File: config.mk
export PLATFORM = sky130hd
export DESIGN_NAME = uart_rx_deser
export DESIGN_NICKNAME = d
export VERILOG_FILES = /design/src/rtl/uart_pkg.sv /design/src/rtl/uart_rx_deser_sync2.sv /design/src/rtl/uart_rx_deser.sv
export SDC_FILE = /design/constraint.sdc
export NUM_CORES = 1
export LEC_CHECK = 0
export CORE_MARGIN = 2
export CORE_UTILIZATION = 54
export CTS_CLUSTER_DIAMETER = 200
export CTS_CLUSTER_SIZE = 40
export DETAILED_ROUTE_END_ITERATION = 8
export GPL_ROUTABILITY_DRIVEN = 0
export GPL_TIMING_DRIVEN = 0
export PLACE_DENSITY = 0.77
export SYNTH_ARGS = -nofsm -noshare
export SYNTH_HDL_FRONTEND = slang
export SYNTH_SLANG_ARGS = --single-unit
File: constraint.sdc
create_clock -name clk -period 2.4 [get_ports clk]
set_input_delay 0.6 -clock clk [delete_from_list [all_inputs] [get_ports clk]]
set_output_delay 0.6 -clock clk [all_outputs]
set_load 0.01 [all_outputs]
File: src/rtl/uart_pkg.sv
// Shared definitions for the UART receive deserializer.
// Latency: n/a (types and constants only).
// Backpressure: n/a.
package uart_pkg;

    // Data bits carried by one 8N1 frame
    localparam int FRAME_BITS = 8;

    // Default clk cycles per serial bit
    localparam int CLKS_PER_BIT_DEF = 104;

    // Receiver frame states
    typedef enum logic [1:0] {
        IDLE  = 2'd0,
        START = 2'd1,
        DATA  = 2'd2,
        STOP  = 2'd3
    } rx_state_t;

endpackage

File: src/rtl/uart_rx_deser_sync2.sv
// Two-flop synchronizer that brings the asynchronous serial line into the clk domain.
// Latency: 2 clk cycles from d to q.
// Backpressure: none; free-running. Both flops reset to 1, which is the idle line level.
module sync2 (
    input  logic clk,
    input  logic rst_n,
    input  logic d,
    output logic q
);

    logic meta;

    // Two back-to-back flops; the first may go metastable, the second settles it.
    always_ff @(posedge clk) begin
        if (!rst_n) begin
            meta <= 1'b1;
            q    <= 1'b1;
        end else begin
            meta <= d;
            q    <= meta;
        end
    end

endmodule

File: src/rtl/uart_rx_deser.sv
// 8N1 UART receiver: deserializes rx and writes each good byte to a downstream FIFO.
// Latency: wwe rises the cycle after the mid-stop-bit sample (about 9.5 bit times after the start edge).
// Backpressure: fifo_full at the stop sample drops the byte and sets the sticky overrun flag.
module uart_rx_deser
    import uart_pkg::*;
#(
    parameter int CLKS_PER_BIT = CLKS_PER_BIT_DEF
) (
    input  logic       clk,
    input  logic       rst_n,
    input  logic       rx,
    input  logic       fifo_full,
    input  logic       clr_err,
    output logic [7:0] dout,
    output logic       wwe,
    output logic       busy,
    output logic       frame_err,
    output logic       overrun
);

    // The counter only ever reaches CLKS_PER_BIT-1, so ceil(log2) bits never wrap.
    localparam int            CW       = $clog2(CLKS_PER_BIT);
    localparam logic [CW-1:0] CNT_FULL = CW'(CLKS_PER_BIT - 1);
    localparam logic [CW-1:0] CNT_HALF = CW'(CLKS_PER_BIT / 2 - 1);
    localparam logic [2:0]    LAST_BIT = 3'(FRAME_BITS - 1);

    logic            rx_s;
    rx_state_t       state;
    logic [CW-1:0]   cnt;
    logic [2:0]      bit_idx;
    logic [7:0]      shreg;

    sync2 u_sync2 (
        .clk   (clk),
        .rst_n (rst_n),
        .d     (rx),
        .q     (rx_s)
    );

    // Frame FSM with registered outputs; error sets are written after the clear so a
    // simultaneous set and clear resolves as set.
    always_ff @(posedge clk) begin
        if (!rst_n) begin
            state     <= IDLE;
            cnt       <= '0;
            bit_idx   <= '0;
            shreg     <= '0;
            dout      <= '0;
            wwe       <= 1'b0;
            busy      <= 1'b0;
            frame_err <= 1'b0;
            overrun   <= 1'b0;
        end else begin
            wwe <= 1'b0;
            if (clr_err) begin
                frame_err <= 1'b0;
                overrun   <= 1'b0;
            end
            case (state)
                IDLE: begin
                    if (!rx_s) begin
                        cnt   <= '0;
                        state <= START;
                        busy  <= 1'b1;
                    end
                end
                START: begin
                    if (cnt == CNT_HALF) begin
                        if (!rx_s) begin
                            // Start bit confirmed at its centre; data samples follow a full bit later.
                            cnt     <= '0;
                            bit_idx <= '0;
                            state   <= DATA;
                        end else begin
                            // Line returned high: treat as a glitch, silently.
                            state <= IDLE;
                            busy  <= 1'b0;
                        end
                    end else begin
                        cnt <= cnt + CW'(1);
                    end
                end
                DATA: begin
                    if (cnt == CNT_FULL) begin
                        cnt   <= '0;
                        // LSB arrives first, so shifting in at the MSB leaves bit 0 at [0] after 8 samples.
                        shreg <= {rx_s, shreg[7:1]};
                        if (bit_idx == LAST_BIT) begin
                            state <= STOP;
                        end else begin
                            bit_idx <= bit_idx + 3'd1;
                        end
                    end else begin
                        cnt <= cnt + CW'(1);
                    end
                end
                STOP: begin
                    if (cnt == CNT_FULL) begin
                        // Back to IDLE on the sample edge so a start bit right after the stop bit's
                        // centre is not missed.
                        cnt   <= '0;
                        state <= IDLE;
                        busy  <= 1'b0;
                        if (!rx_s) begin
                            frame_err <= 1'b1;
                        end else if (fifo_full) begin
                            // A write to a full FIFO would overwrite its tail, so drop the byte.
                            overrun <= 1'b1;
                        end else begin
                            dout <= shreg;
                            wwe  <= 1'b1;
                        end
                    end else begin
                        cnt <= cnt + CW'(1);
                    end
                end
                default: begin
                    state <= IDLE;
                    busy  <= 1'b0;
                end
            endcase
        end
    end

endmodule
==> results_dict.tcl <==
set metrics [dict create \
    power.density_nw_per_um2 541.5 \
    async_flop_share 0 \
    first_pass_iters 4 \
    cts_buffers 5 \
    cts_buffer_depth 2 \
    ys_seq_area_frac 0.4530 \
    fin_setup_tns_ns 0 \
    tightest_slew_ns 0.4225 \
    portBuffers 16 \
    cts_sinks 34 \
    cts_max_level 2 \
    grt_remaining_overflow 0 \
    drt_iter0_markers 68 \
    n_antenna_cell 0 \
    die_area_sq_um 3221 \
    critical_path_depth 7 \
    p_sw_frac 0.2442 \
    track_usage 0.2174 \
    wl_met2_um 1414 \
    wl_um 3090 \
    root_buffer "clkbuf_4" \
    routed.top_layer "met4" \
    grt_pass1_wl_um 5354 \
    rr_worst_depth 7 \
    synth_fp_nets 169 \
    wl_met1_um 1418 \
    synth_warnings 0 \
    postSynthCellCount 161 \
    ir_drop_v 0.0004335 \
    timing.rr.start "cnt[0]$_SDFF_PN0_" \
    clk_pin_slew_ns 0.11 \
    critPathKind "reg2reg" \
    tritoncts "done" \
    synth_edf_count 0 \
    clk_latency_ns 0.35 \
    slew_violations 0 \
    via_per_inst 5.773 \
    hp-class "reg2reg" \
    critPathTopFamily "compound AO/OA/AOI/OAI gates" \
    critical_path.max_fanout 10 \
    synth_flop_cell "dfxtp_1" \
    r2r_end "bit_idx[0]$_SDFFE_PN0P_" \
    rrSetupSlack_ns 0.48 \
    ys_seq_elements 34 \
    dp_hpwl_um 2157 \
    cp_data_arrival_time_ns 2.16 \
    end_kind "register" \
    ant_nets 0 \
    seqPwrFrac 0.597 \
    grt_pass1_vias 1220 \
    drcViolationCount 0 \
    hold_ws_ns 0.4201 \
    grt_setup_unrepaired "false" \
    cpPeakStageDelay_ns 0.39 \
    relSlewSlack 0.7164 \
    pwr-share-clk 0.366 \
    drive_gt1_frac 0.09730 \
    grt_start_max_net_pins 12 \
    ctsResizeCount 0 \
    cp-startpoint "cnt[0]$_SDFF_PN0_" \
    vias 1247 \
    rows 19 \
    cts_setup_buffers 0 \
    ctsHoldBuffers 0 \
    p_int_mw 0.7225 \
    route.met3.wl_um 193 \
    crit_slowest_cell "dfxtp_1" \
    setup-violations-final 0 \
    path_cells "ha_1 > and3_1 > clkbuf_2 > nand4b_1 > buf_2 > o21ai_0 > o22ai_1" \
    synth_area_sq_um 1503 \
    dieHeight_um 56.75 \
    fillers 234 \
    drv_cap 0 \
    status "complete, no violations" \
    required_ns 2.64 \
    start_util 0.5545 \
    p_leak_nw 0.7577 \
    pwr-share-comb 0.037 \
    synth_area_per_cell_sq_um 9.333 \
    fin_crit_ns 1.919 \
    die_x_um 56.75 \
    hold_viol 0 \
    crit_path_end "bit_idx[0]$_SDFFE_PN0P_" \
    layout.nets 192 \
    clock_skew_ns 0.004808 \
    core-area_sq_um 2710 \
    synth_cell_types 43 \
    min-delay-start "u_sync2.meta$_SDFF_PN1_" \
    timing.final.crit_share 0.7995 \
    fmax_mhz 521.2 \
    antenna_found_initial 0 \
    p_switching_mw 0.2335 \
    cp-start-kind "register" \
    cp.buffers_inverters 2 \
    boundaryPins 17 \
    finalPower_mw 0.9560 \
    wire_per_inst_um 14.31 \
    area_delta_synth_final_pct 17.49 \
]
## through the flow
| stage | cell area, sq um | instances | utilization | worst slack, ns |
|---|---|---|---|---|
| finish | 1765 | 216 | 0.6514 | 0.4813 |
| global route | 1765 | 216 | 0.6514 | 0.3941 |
| CTS | 1765 | 216 | 0.6514 | 0.4927 |
| detailed placement | 1702 | 208 | 0.6279 | 0.2998 |
| global placement | 1702 | 208 | 0.6279 | 0.3365 |
| floorplan | 1503 | 161 | - | 0.7626 |
## state kept, by name, indices dropped and copies added, names as in the netlist, 3 cells and up, named ones only
name	flops
bit_idx	3
cnt	7
dout	8
shreg	8
## power by group through the flow
stage	logic [mW]	registers, mW	clock network [mW]
after global placement	0.0346	0.584	0
after floorplan	0.0187	0.583	0
after detailed placement	0.0352	0.584	0
after CTS	0.0355	0.571	0.353
after global routing	0.0388	0.572	0.374
final	0.0352	0.571	0.350
## per-layer routing
metal  vias up  global-route usage
li1        620                   -
met1       574              0.2663
met3         8             0.05300
met4         0              0.1296
met2        45              0.3439
met5         -                   0
## synthesized netlist by cell type (3+ instances only)
master	number	share of area
a21oi_1	5	0.017
clkbuf_1	5	0.012
dfxtp_1	34	0.45
ha_1	3	0.025
inv_1	5	0.012
mux2i_1	16	0.11
nand2_1	10	0.025
nand2b_1	5	0.021
nand3_1	5	0.017
nand4_1	5	0.021
nor2_1	20	0.050
o211ai_1	4	0.020
o21ai_0	5	0.017
o22ai_1	5	0.021
## cell usage in the layout, fill, tap and decap left out, drive strengths merged, types with 3 or more instances in the layout
master         instances
o21ai                  6
o211ai                 4
inv                    5
a21oi                  6
o22ai                  5
nand2                 10
clkbuf                12
mux2i                 16
nand4                  6
dfxtp                 34
nand3                  5
buf                    3
clkdlybuf4s50         16
and2                   3
nand2b                 5
ha                     3
nor2                  20
## cell type report
class | instances | area [sq um] | area share
multi-input cells | 113 | 758.2 | 0.4295
flip-flops and latches | 34 | 680.7 | 0.3855
repair buffers | 16 | 160.2 | 0.09072
clock buffers | 6 | 51.30 | 0.02906
plain buffers | 9 | 45.04 | 0.02551
well taps | 31 | 38.79 | 0.02197
inverters | 5 | 18.77 | 0.01063
clock inverters | 2 | 12.51 | 0.007087
## kinds of logic (layout without fill, tap and decap cells)
kind of cell | after synthesis | after routing | share of synthesized area
DFF | 34 | 34 | 0.4530
adders and majority gates | 3 | 3 | 0.02498
buffers and inverters | 14 | 38 | 0.04246
xor gates and xnor gates | 1 | 1 | 0.005830
and+or+nand+nor | 64 | 64 | 0.2398
AOI/OAI and AO/OA | 29 | 29 | 0.1274
muxes | 16 | 16 | 0.1066
## how the worst min path moves through the flow
stage / slack (ns) / to / cells after the start
floorplan: 0.39 / u_sync2.q$_SDFF_PN1_ / 1
global placement: 0.39 / u_sync2.q$_SDFF_PN1_ / 1
detailed placement: 0.39 / u_sync2.q$_SDFF_PN1_ / 1
CTS: 0.43 / u_sync2.q$_SDFF_PN1_ / 1
global route: 0.46 / u_sync2.q$_SDFF_PN1_ / 1
finish: 0.42 / u_sync2.q$_SDFF_PN1_ / 1
(Power assumes the default switching activity.)
